File: config.mk
export PLATFORM = sky130hd
export DESIGN_NAME = clk_step_ctrl_flat
export DESIGN_NICKNAME = d
export VERILOG_FILES = /design/src/rtl/clk_step_ctrl_if.sv /design/src/rtl/clk_step_ctrl.sv /design/src/flat_wrapper.sv
export SDC_FILE = /design/constraint.sdc
export NUM_CORES = 1
export LEC_CHECK = 0
export CAP_MARGIN = 10
export CELL_PAD_IN_SITES_DETAIL_PLACEMENT = 0
export CELL_PAD_IN_SITES_GLOBAL_PLACEMENT = 1
export CORE_MARGIN = 3
export CORE_UTILIZATION = 38
export DETAILED_ROUTE_END_ITERATION = 10
export GPL_TIMING_DRIVEN = 1
export PLACE_DENSITY_LB_ADDON = 0.12
export SLEW_MARGIN = 10
export SYNTH_ARGS = -nofsm -noshare
export SYNTH_HDL_FRONTEND = slang
export SYNTH_SLANG_ARGS = --single-unit
File: constraint.sdc
create_clock -name clk -period 2.53 [get_ports clk]
set_clock_uncertainty 0.1 [all_clocks]
set_input_delay 0.506 -clock clk [delete_from_list [all_inputs] [get_ports clk]]
set_output_delay 0.506 -clock clk [all_outputs]
set_load 0.005 [all_outputs]
File: src/rtl/clk_step_ctrl_if.sv
// Control/status bundle for the CPU clock run/halt/step controller.
// The master side drives commands and configuration; the slave side is the controller.
interface clk_step_ctrl_if #(
  parameter int DIV_WIDTH      = 4,
  parameter int STEP_WIDTH     = 8,
  parameter int TICK_CNT_WIDTH = 32
);
  logic                      cfg_we;
  logic [DIV_WIDTH-1:0]      cfg_div;
  logic                      cfg_ack;
  logic                      cmd_run;
  logic                      cmd_halt;
  logic                      cmd_step;
  logic [STEP_WIDTH-1:0]     step_count;
  logic                      brk;
  logic                      tick;
  logic [1:0]                state;
  logic [STEP_WIDTH-1:0]     steps_left;
  logic [TICK_CNT_WIDTH-1:0] tick_cnt;

  modport master (
    output cfg_we, cfg_div, cmd_run, cmd_halt, cmd_step, step_count, brk,
    input  cfg_ack, tick, state, steps_left, tick_cnt
  );

  modport slave (
    input  cfg_we, cfg_div, cmd_run, cmd_halt, cmd_step, step_count, brk,
    output cfg_ack, tick, state, steps_left, tick_cnt
  );
endinterface

File: src/rtl/clk_step_ctrl.sv
// Run/halt/single-step controller producing a divided one-cycle clock-enable pulse
// for the CPU pipeline. Halt and break requests always win over a pending tick.
module clk_step_ctrl #(
  parameter int          DIV_WIDTH      = 4,
  parameter int unsigned DIV_DEFAULT    = 2,
  parameter int          STEP_WIDTH     = 8,
  parameter int          TICK_CNT_WIDTH = 32
) (
  input  logic           clk,
  input  logic           rst_n,
  clk_step_ctrl_if.slave ctl
);

  typedef enum logic [1:0] {
    ST_HALT = 2'b00,
    ST_RUN  = 2'b01,
    ST_STEP = 2'b10
  } state_t;

  state_t                    state_r;
  state_t                    state_s;
  logic [DIV_WIDTH-1:0]      div_r;
  logic [DIV_WIDTH-1:0]      div_s;
  logic [DIV_WIDTH-1:0]      cnt_r;
  logic [DIV_WIDTH-1:0]      cnt_s;
  logic [STEP_WIDTH-1:0]     steps_r;
  logic [STEP_WIDTH-1:0]     steps_s;
  logic [TICK_CNT_WIDTH-1:0] tick_cnt_r;
  logic [TICK_CNT_WIDTH-1:0] tick_cnt_s;
  logic                      tick_r;
  logic                      tick_s;
  logic                      ack_r;
  logic                      ack_s;
  logic                      term_s;
  logic                      stop_s;
  logic [STEP_WIDTH-1:0]     step_load_s;

  assign term_s      = (cnt_r == div_r);
  assign stop_s      = ctl.cmd_halt | ctl.brk;
  assign step_load_s = (ctl.step_count == {STEP_WIDTH{1'b0}}) ? STEP_WIDTH'(1) : ctl.step_count;

  // Next-state, divider and counter update logic.
  always_comb begin
    state_s    = state_r;
    div_s      = div_r;
    cnt_s      = cnt_r;
    steps_s    = steps_r;
    tick_s     = 1'b0;
    ack_s      = 1'b0;
    tick_cnt_s = tick_cnt_r;

    case (state_r)
      ST_HALT: begin
        cnt_s = {DIV_WIDTH{1'b0}};
        if (stop_s) begin
          state_s = ST_HALT;
        end else if (ctl.cmd_run) begin
          state_s = ST_RUN;
        end else if (ctl.cmd_step) begin
          state_s = ST_STEP;
          steps_s = step_load_s;
        end else begin
          state_s = ST_HALT;
        end
        // Configuration is only taken when no start command shares the edge.
        if (ctl.cfg_we && !ctl.cmd_run && !ctl.cmd_step) begin
          div_s = ctl.cfg_div;
          ack_s = 1'b1;
        end else begin
          div_s = div_r;
          ack_s = 1'b0;
        end
      end

      ST_RUN: begin
        if (stop_s) begin
          state_s = ST_HALT;
          cnt_s   = {DIV_WIDTH{1'b0}};
        end else if (term_s) begin
          tick_s     = 1'b1;
          cnt_s      = {DIV_WIDTH{1'b0}};
          tick_cnt_s = tick_cnt_r + TICK_CNT_WIDTH'(1);
        end else begin
          cnt_s = cnt_r + DIV_WIDTH'(1);
        end
      end

      ST_STEP: begin
        if (stop_s) begin
          state_s = ST_HALT;
          cnt_s   = {DIV_WIDTH{1'b0}};
          steps_s = {STEP_WIDTH{1'b0}};
        end else if (ctl.cmd_run) begin
          state_s = ST_RUN;
          cnt_s   = {DIV_WIDTH{1'b0}};
          steps_s = {STEP_WIDTH{1'b0}};
        end else if (term_s) begin
          tick_s     = 1'b1;
          cnt_s      = {DIV_WIDTH{1'b0}};
          tick_cnt_s = tick_cnt_r + TICK_CNT_WIDTH'(1);
          steps_s    = steps_r - STEP_WIDTH'(1);
          // Last requested tick: leave STEP on the same edge so it lands in HALT.
          if (steps_r <= STEP_WIDTH'(1)) begin
            state_s = ST_HALT;
            steps_s = {STEP_WIDTH{1'b0}};
          end else begin
            state_s = ST_STEP;
          end
        end else begin
          cnt_s = cnt_r + DIV_WIDTH'(1);
        end
      end

      default: begin
        state_s = ST_HALT;
        cnt_s   = {DIV_WIDTH{1'b0}};
        steps_s = {STEP_WIDTH{1'b0}};
      end
    endcase
  end

  // State and output registers.
  always_ff @(posedge clk or negedge rst_n) begin
    if (!rst_n) begin
      state_r    <= ST_HALT;
      div_r      <= DIV_WIDTH'(DIV_DEFAULT);
      cnt_r      <= {DIV_WIDTH{1'b0}};
      steps_r    <= {STEP_WIDTH{1'b0}};
      tick_cnt_r <= {TICK_CNT_WIDTH{1'b0}};
      tick_r     <= 1'b0;
      ack_r      <= 1'b0;
    end else begin
      state_r    <= state_s;
      div_r      <= div_s;
      cnt_r      <= cnt_s;
      steps_r    <= steps_s;
      tick_cnt_r <= tick_cnt_s;
      tick_r     <= tick_s;
      ack_r      <= ack_s;
    end
  end

  assign ctl.tick       = tick_r;
  assign ctl.cfg_ack    = ack_r;
  assign ctl.state      = state_r;
  assign ctl.steps_left = steps_r;
  assign ctl.tick_cnt   = tick_cnt_r;

endmodule

File: src/flat_wrapper.sv
// flat-port wrapper written by rule: the top's interface ports become plain ports
module clk_step_ctrl_flat 
#(
  parameter int          DIV_WIDTH      = 4,
  parameter int unsigned DIV_DEFAULT    = 2,
  parameter int          STEP_WIDTH     = 8,
  parameter int          TICK_CNT_WIDTH = 32
)
  (clk, rst_n, ctl_cfg_we, ctl_cfg_div, ctl_cmd_run, ctl_cmd_halt, ctl_cmd_step, ctl_step_count, ctl_brk, ctl_cfg_ack, ctl_tick, ctl_state, ctl_steps_left, ctl_tick_cnt);
  clk_step_ctrl_if #(.DIV_WIDTH(DIV_WIDTH), .STEP_WIDTH(STEP_WIDTH), .TICK_CNT_WIDTH(TICK_CNT_WIDTH)) ctl_i ();
  input  logic clk;
  input  logic rst_n;
  input wire logic [$bits(ctl_i.cfg_we)-1:0] ctl_cfg_we;
  input wire logic [$bits(ctl_i.cfg_div)-1:0] ctl_cfg_div;
  input wire logic [$bits(ctl_i.cmd_run)-1:0] ctl_cmd_run;
  input wire logic [$bits(ctl_i.cmd_halt)-1:0] ctl_cmd_halt;
  input wire logic [$bits(ctl_i.cmd_step)-1:0] ctl_cmd_step;
  input wire logic [$bits(ctl_i.step_count)-1:0] ctl_step_count;
  input wire logic [$bits(ctl_i.brk)-1:0] ctl_brk;
  output wire logic [$bits(ctl_i.cfg_ack)-1:0] ctl_cfg_ack;
  output wire logic [$bits(ctl_i.tick)-1:0] ctl_tick;
  output wire logic [$bits(ctl_i.state)-1:0] ctl_state;
  output wire logic [$bits(ctl_i.steps_left)-1:0] ctl_steps_left;
  output wire logic [$bits(ctl_i.tick_cnt)-1:0] ctl_tick_cnt;
  assign ctl_i.cfg_we = ctl_cfg_we;
  assign ctl_i.cfg_div = ctl_cfg_div;
  assign ctl_i.cmd_run = ctl_cmd_run;
  assign ctl_i.cmd_halt = ctl_cmd_halt;
  assign ctl_i.cmd_step = ctl_cmd_step;
  assign ctl_i.step_count = ctl_step_count;
  assign ctl_i.brk = ctl_brk;
  assign ctl_cfg_ack = ctl_i.cfg_ack;
  assign ctl_tick = ctl_i.tick;
  assign ctl_state = ctl_i.state;
  assign ctl_steps_left = ctl_i.steps_left;
  assign ctl_tick_cnt = ctl_i.tick_cnt;
  clk_step_ctrl #(.DIV_WIDTH(DIV_WIDTH), .DIV_DEFAULT(DIV_DEFAULT), .STEP_WIDTH(STEP_WIDTH), .TICK_CNT_WIDTH(TICK_CNT_WIDTH)) u_core (.clk(clk), .rst_n(rst_n), .ctl(ctl_i));
endmodule
==> flow_metrics.py, run 1 <==
metrics = {
    "global_route": {
        "antenna_found_initial": 0,
        "grt.overflow.total": 0,
        "grt_pass1_vias": 2105,
        "grt_usage_pct": 15.1,
        "grt_max_degree": 30,
        "grt_pass1_wl_um": 10200,
    },
    "critical_path": {
        "timing.rr.start": "u_core.ctl.state[0]$_DFFE_PN0P_",
        "rr_endpoint": "u_core.ctl.steps_left[0]$_DFFE_PN0P_",
        "max_stage_delay_ps": 690,
        "path_class": "primary input to flip-flop",
        "cp_cell_sequence": "clkdlybuf4s50_1, or4b_2, a21oi_1, o21ai_2, or2_4, o21ai_0",
        "crit_required_ps": 2640,
        "crit_slowest_cell": "or4b_2",
        "r2r_slack_ps": 260,
        "reg2regPathDepth": 5,
        "worstPathArrival_ps": 2470,
        "end_kind": "flip-flop",
        "cp_max_fo": 8,
        "worstSetupStartpointType": "primary input",
    },
    "final_layout": {
        "syn_to_final_growth_pct": 33.8,
        "fin_nets": 355,
        "fin_cells": 423,
        "antenna_cells": 0,
        "drive_above_1_share_pct": 11.2,
    },
    "placement": {
        "place.gp.congestion": 0.834,
        "portBuffers": 62,
        "dp_hpwl_um": 4460,
        "dp.cells": 415,
    },
    "synth": {
        "syn_area_mm2": 0.00268,
        "ys_seq_area_share_pct": 48.7,
        "syn_inst": 253,
        "ys.flop_type": "dfrtp_1",
        "yosys.area.top_type_share_pct": 47.7,
        "synth_edf_count": 0,
        "synth_top_area_cell": "dfrtp_1",
        "syn_area_per_cell_um2": 10.6,
        "yosysWarnings": 0,
        "synth.distinct_cells": 48,
        "async_flop_share_pct": 100,
        "synthTopCellsByArea": "dfrtp_1 (48%), xnor2_1 (7.5%), xor2_1 (4.6%)",
        "syn_nets": 279,
        "ys_ff_latch": 52,
    },
    "run": {
        "maxCapViolCount": 0,
    },
    "clocking": {
        "tritoncts": "built",
        "cts_resized": 0,
        "clk-insertion-delay-late_ps": 300,
        "cts_buffer_depth": 2,
        "numCtsBuffers": 5,
        "post_cts.repair.setup_buffers": 0,
        "h-tree-depth": 2,
        "cts.clk_slew.worst_paths_ps": 90,
        "clock_sinks": 52,
        "ctsRootBufferMaster": "clkbuf_8",
        "postCtsHoldBufs": 0,
    },
    "drt": {
        "drtIter0Drc": 65,
        "wl_per_cell_um": 13.7,
        "final_antenna_net_count": 0,
        "wl_um": 5780,
        "vias_per_cell": 5.05,
        "drc_errors": 0,
        "vias": 2135,
        "first_pass_iters": 4,
    },
    "floorplanning": {
        "die_w_um": 89.9,
        "die_h_um": 89.9,
        "start_util_pct": 40.7,
        "num_rows": 29,
        "core_mm2": 0.00657,
        "die_area_mm2": 0.00808,
        "io_pins": 63,
    },
    "sta": {
        "setup_viol": 0,
        "fin_crit_sh_pct": 92.9,
        "hold_ws_ps": 88.9,
        "fmax_mhz": 425,
        "rsz0062_at_grt": "no",
        "period_minus_slack_ps": 2350,
        "hold_viol_final": 0,
        "worst_pin_slew_ps": 567,
        "drv_slew": 0,
        "slew_headroom_pct": 62.2,
    },
    "power_and_ir_drop": {
        "power_density_mw_per_mm2": 511,
        "max-vdd-ir-drop_mv": 0.267,
        "p_leak_nw": 1.56,
    },
    "status": {
        "status": "completed",
    },
    "min_path": {
        "hp-class": "primary input to async pin",
    },
}
[cell usage after synthesis (2+ instances only)]
cell / count
nor3_1: 6
and2_1: 4
dfrtp_1: 51
nand3_1: 14
nor4_4: 2
a21oi_1: 4
ha_1: 7
nor4_1: 7
a31oi_1: 2
and4_1: 6
nand2_1: 20
and3_1: 6
a22oi_1: 2
a32oi_1: 2
o21ai_0: 12
clkbuf_1: 4
o211ai_1: 2
mux2_2: 6
nor2_1: 16
inv_1: 10
nand4_1: 8
xor2_1: 14
xnor2_1: 23
[stage by stage]
| stage | total power [mW] | util, % | instance area (um^2) | setup TNS, ps | worst slack [ps] |
|---|---|---|---|---|---|
| floorplan | 1.16 | - | 2680 | 0 | 416 |
| global placement | 1.37 | 53.1 | 3490 | -235 | -57.7 |
| detailed placement | 1.37 | 53.1 | 3490 | -532 | -143 |
| CTS | 1.86 | 54.5 | 3580 | 0 | 204 |
| global route | 1.96 | 54.5 | 3580 | 0 | 98.3 |
| finish | 1.83 | 54.5 | 3580 | 0 | 179 |
[cell usage in the layout (no fill, tap or decap), types with 2 or more instances in the layout]
cell type / count
ha_1: 7
nor3_1: 6
clkbuf_8: 6
nand2_1: 20
nor4_1: 7
o21ai_0: 12
nor4_4: 2
inv_1: 10
a32oi_1: 2
a31oi_1: 2
mux2_2: 6
a21oi_1: 4
clkdlybuf4s50_1: 61
xnor2_1: 23
a22oi_1: 2
o211ai_1: 2
dfrtp_1: 51
nor2_1: 16
xor2_1: 14
and3_1: 6
nand4_1: 8
nand3_1: 14
buf_4: 12
and2_1: 4
and4_1: 6
[layout make-up]
type                            count  area (um^2)
Multi-Input combinational cell    185         1300
Fill cell                         595         2990
Inverter                           10         37.5
Clock buffer                        7         86.3
Sequential cell                    52         1300
Timing Repair Buffer               75          726
Clock inverter                      1         7.51
Tap cell                           93          116
[layer usage]
layer / part of all wire (%) / global-route usage, %
met2: 46 / 24.1
met5: 0 / 0
met4: 1.1 / 4.21
met3: 5.3 / 3.67
met1: 47 / 20.5
[worst max-delay path by stage]
stage / endpoint / from / cells past startpoint / slack (ps)
final: u_core.ctl.steps_left[2]$_DFFE_PN0P_ / ctl_cmd_run / 6 / 180
after global routing: u_core.ctl.steps_left[2]$_DFFE_PN0P_ / ctl_cmd_run / 6 / 100
after CTS: u_core.ctl.steps_left[2]$_DFFE_PN0P_ / ctl_cmd_run / 6 / 200
after detailed placement: u_core.ctl.steps_left[2]$_DFFE_PN0P_ / ctl_cmd_run / 6 / -140
after global placement: u_core.ctl.steps_left[4]$_DFFE_PN0P_ / ctl_cmd_run / 6 / -60
after floorplan: u_core.ctl.steps_left[0]$_DFFE_PN0P_ / u_core.ctl.state[0]$_DFFE_PN0P_ / 6 / 420
[cell families (layout without fill, tap and decap cells)]
family	count (synthesis)	in the layout	share of synthesized area, %
buffers and inverters	16	93	2.57
xor gates and xnor gates	37	37	12.1
and+or+nand+nor	100	100	22.0
DFF	52	52	48.7
adders and majority gates	7	7	3.27
AOI/OAI and AO/OA	34	34	8.42
muxes	7	7	2.90
[state kept, by name, summed over array words and instances, names as in the netlist]
signal and count:
u_core.ctl.tick_cnt 32, u_core.ctl.steps_left 8, u_core.cnt_r 4, u_core.div_r 4
u_core.ctl.state 2, u_core.ctl.cfg_ack 1, u_core.ctl.tick 1
[critical path: cells and delay by family]
kind / cells / cell delay (ps)
AO/OA/AOI/OAI: 3 / 560
buffers and inverters: 1 / 430
AND/OR/NAND/NOR: 2 / 970
[where the power goes]
part / total [mW] / switching (mW) / internal, mW
logic: 0.378 / 0.171 / 0.207
registers: 0.971 / 0.0776 / 0.893
clock network: 0.482 / 0.259 / 0.223
Power figures use the tool's default switching activity.
==> inputs of run 2 (changes only) <==
--- a/config.mk
+++ b/config.mk
@@ -11,7 +11,6 @@
 export CORE_MARGIN = 3
 export CORE_UTILIZATION = 38
 export DETAILED_ROUTE_END_ITERATION = 10
-export GPL_TIMING_DRIVEN = 1
 export PLACE_DENSITY_LB_ADDON = 0.12
 export SLEW_MARGIN = 10
 export SYNTH_ARGS = -nofsm -noshare
==> results of run 2 <==
Same layout as run 1: the final DEF is identical, and so are final timing and power.
==> inputs of run 3 (changes only) <==
--- a/config.mk
+++ b/config.mk
@@ -11,6 +11,7 @@
 export CORE_MARGIN = 3
 export CORE_UTILIZATION = 38
 export DETAILED_ROUTE_END_ITERATION = 10
+export HOLD_SLACK_MARGIN = 0.02
 export PLACE_DENSITY_LB_ADDON = 0.12
 export SLEW_MARGIN = 10
 export SYNTH_ARGS = -nofsm -noshare
==> results of run 3 <==
Same layout as run 1: the final DEF is identical, and so are final timing and power.
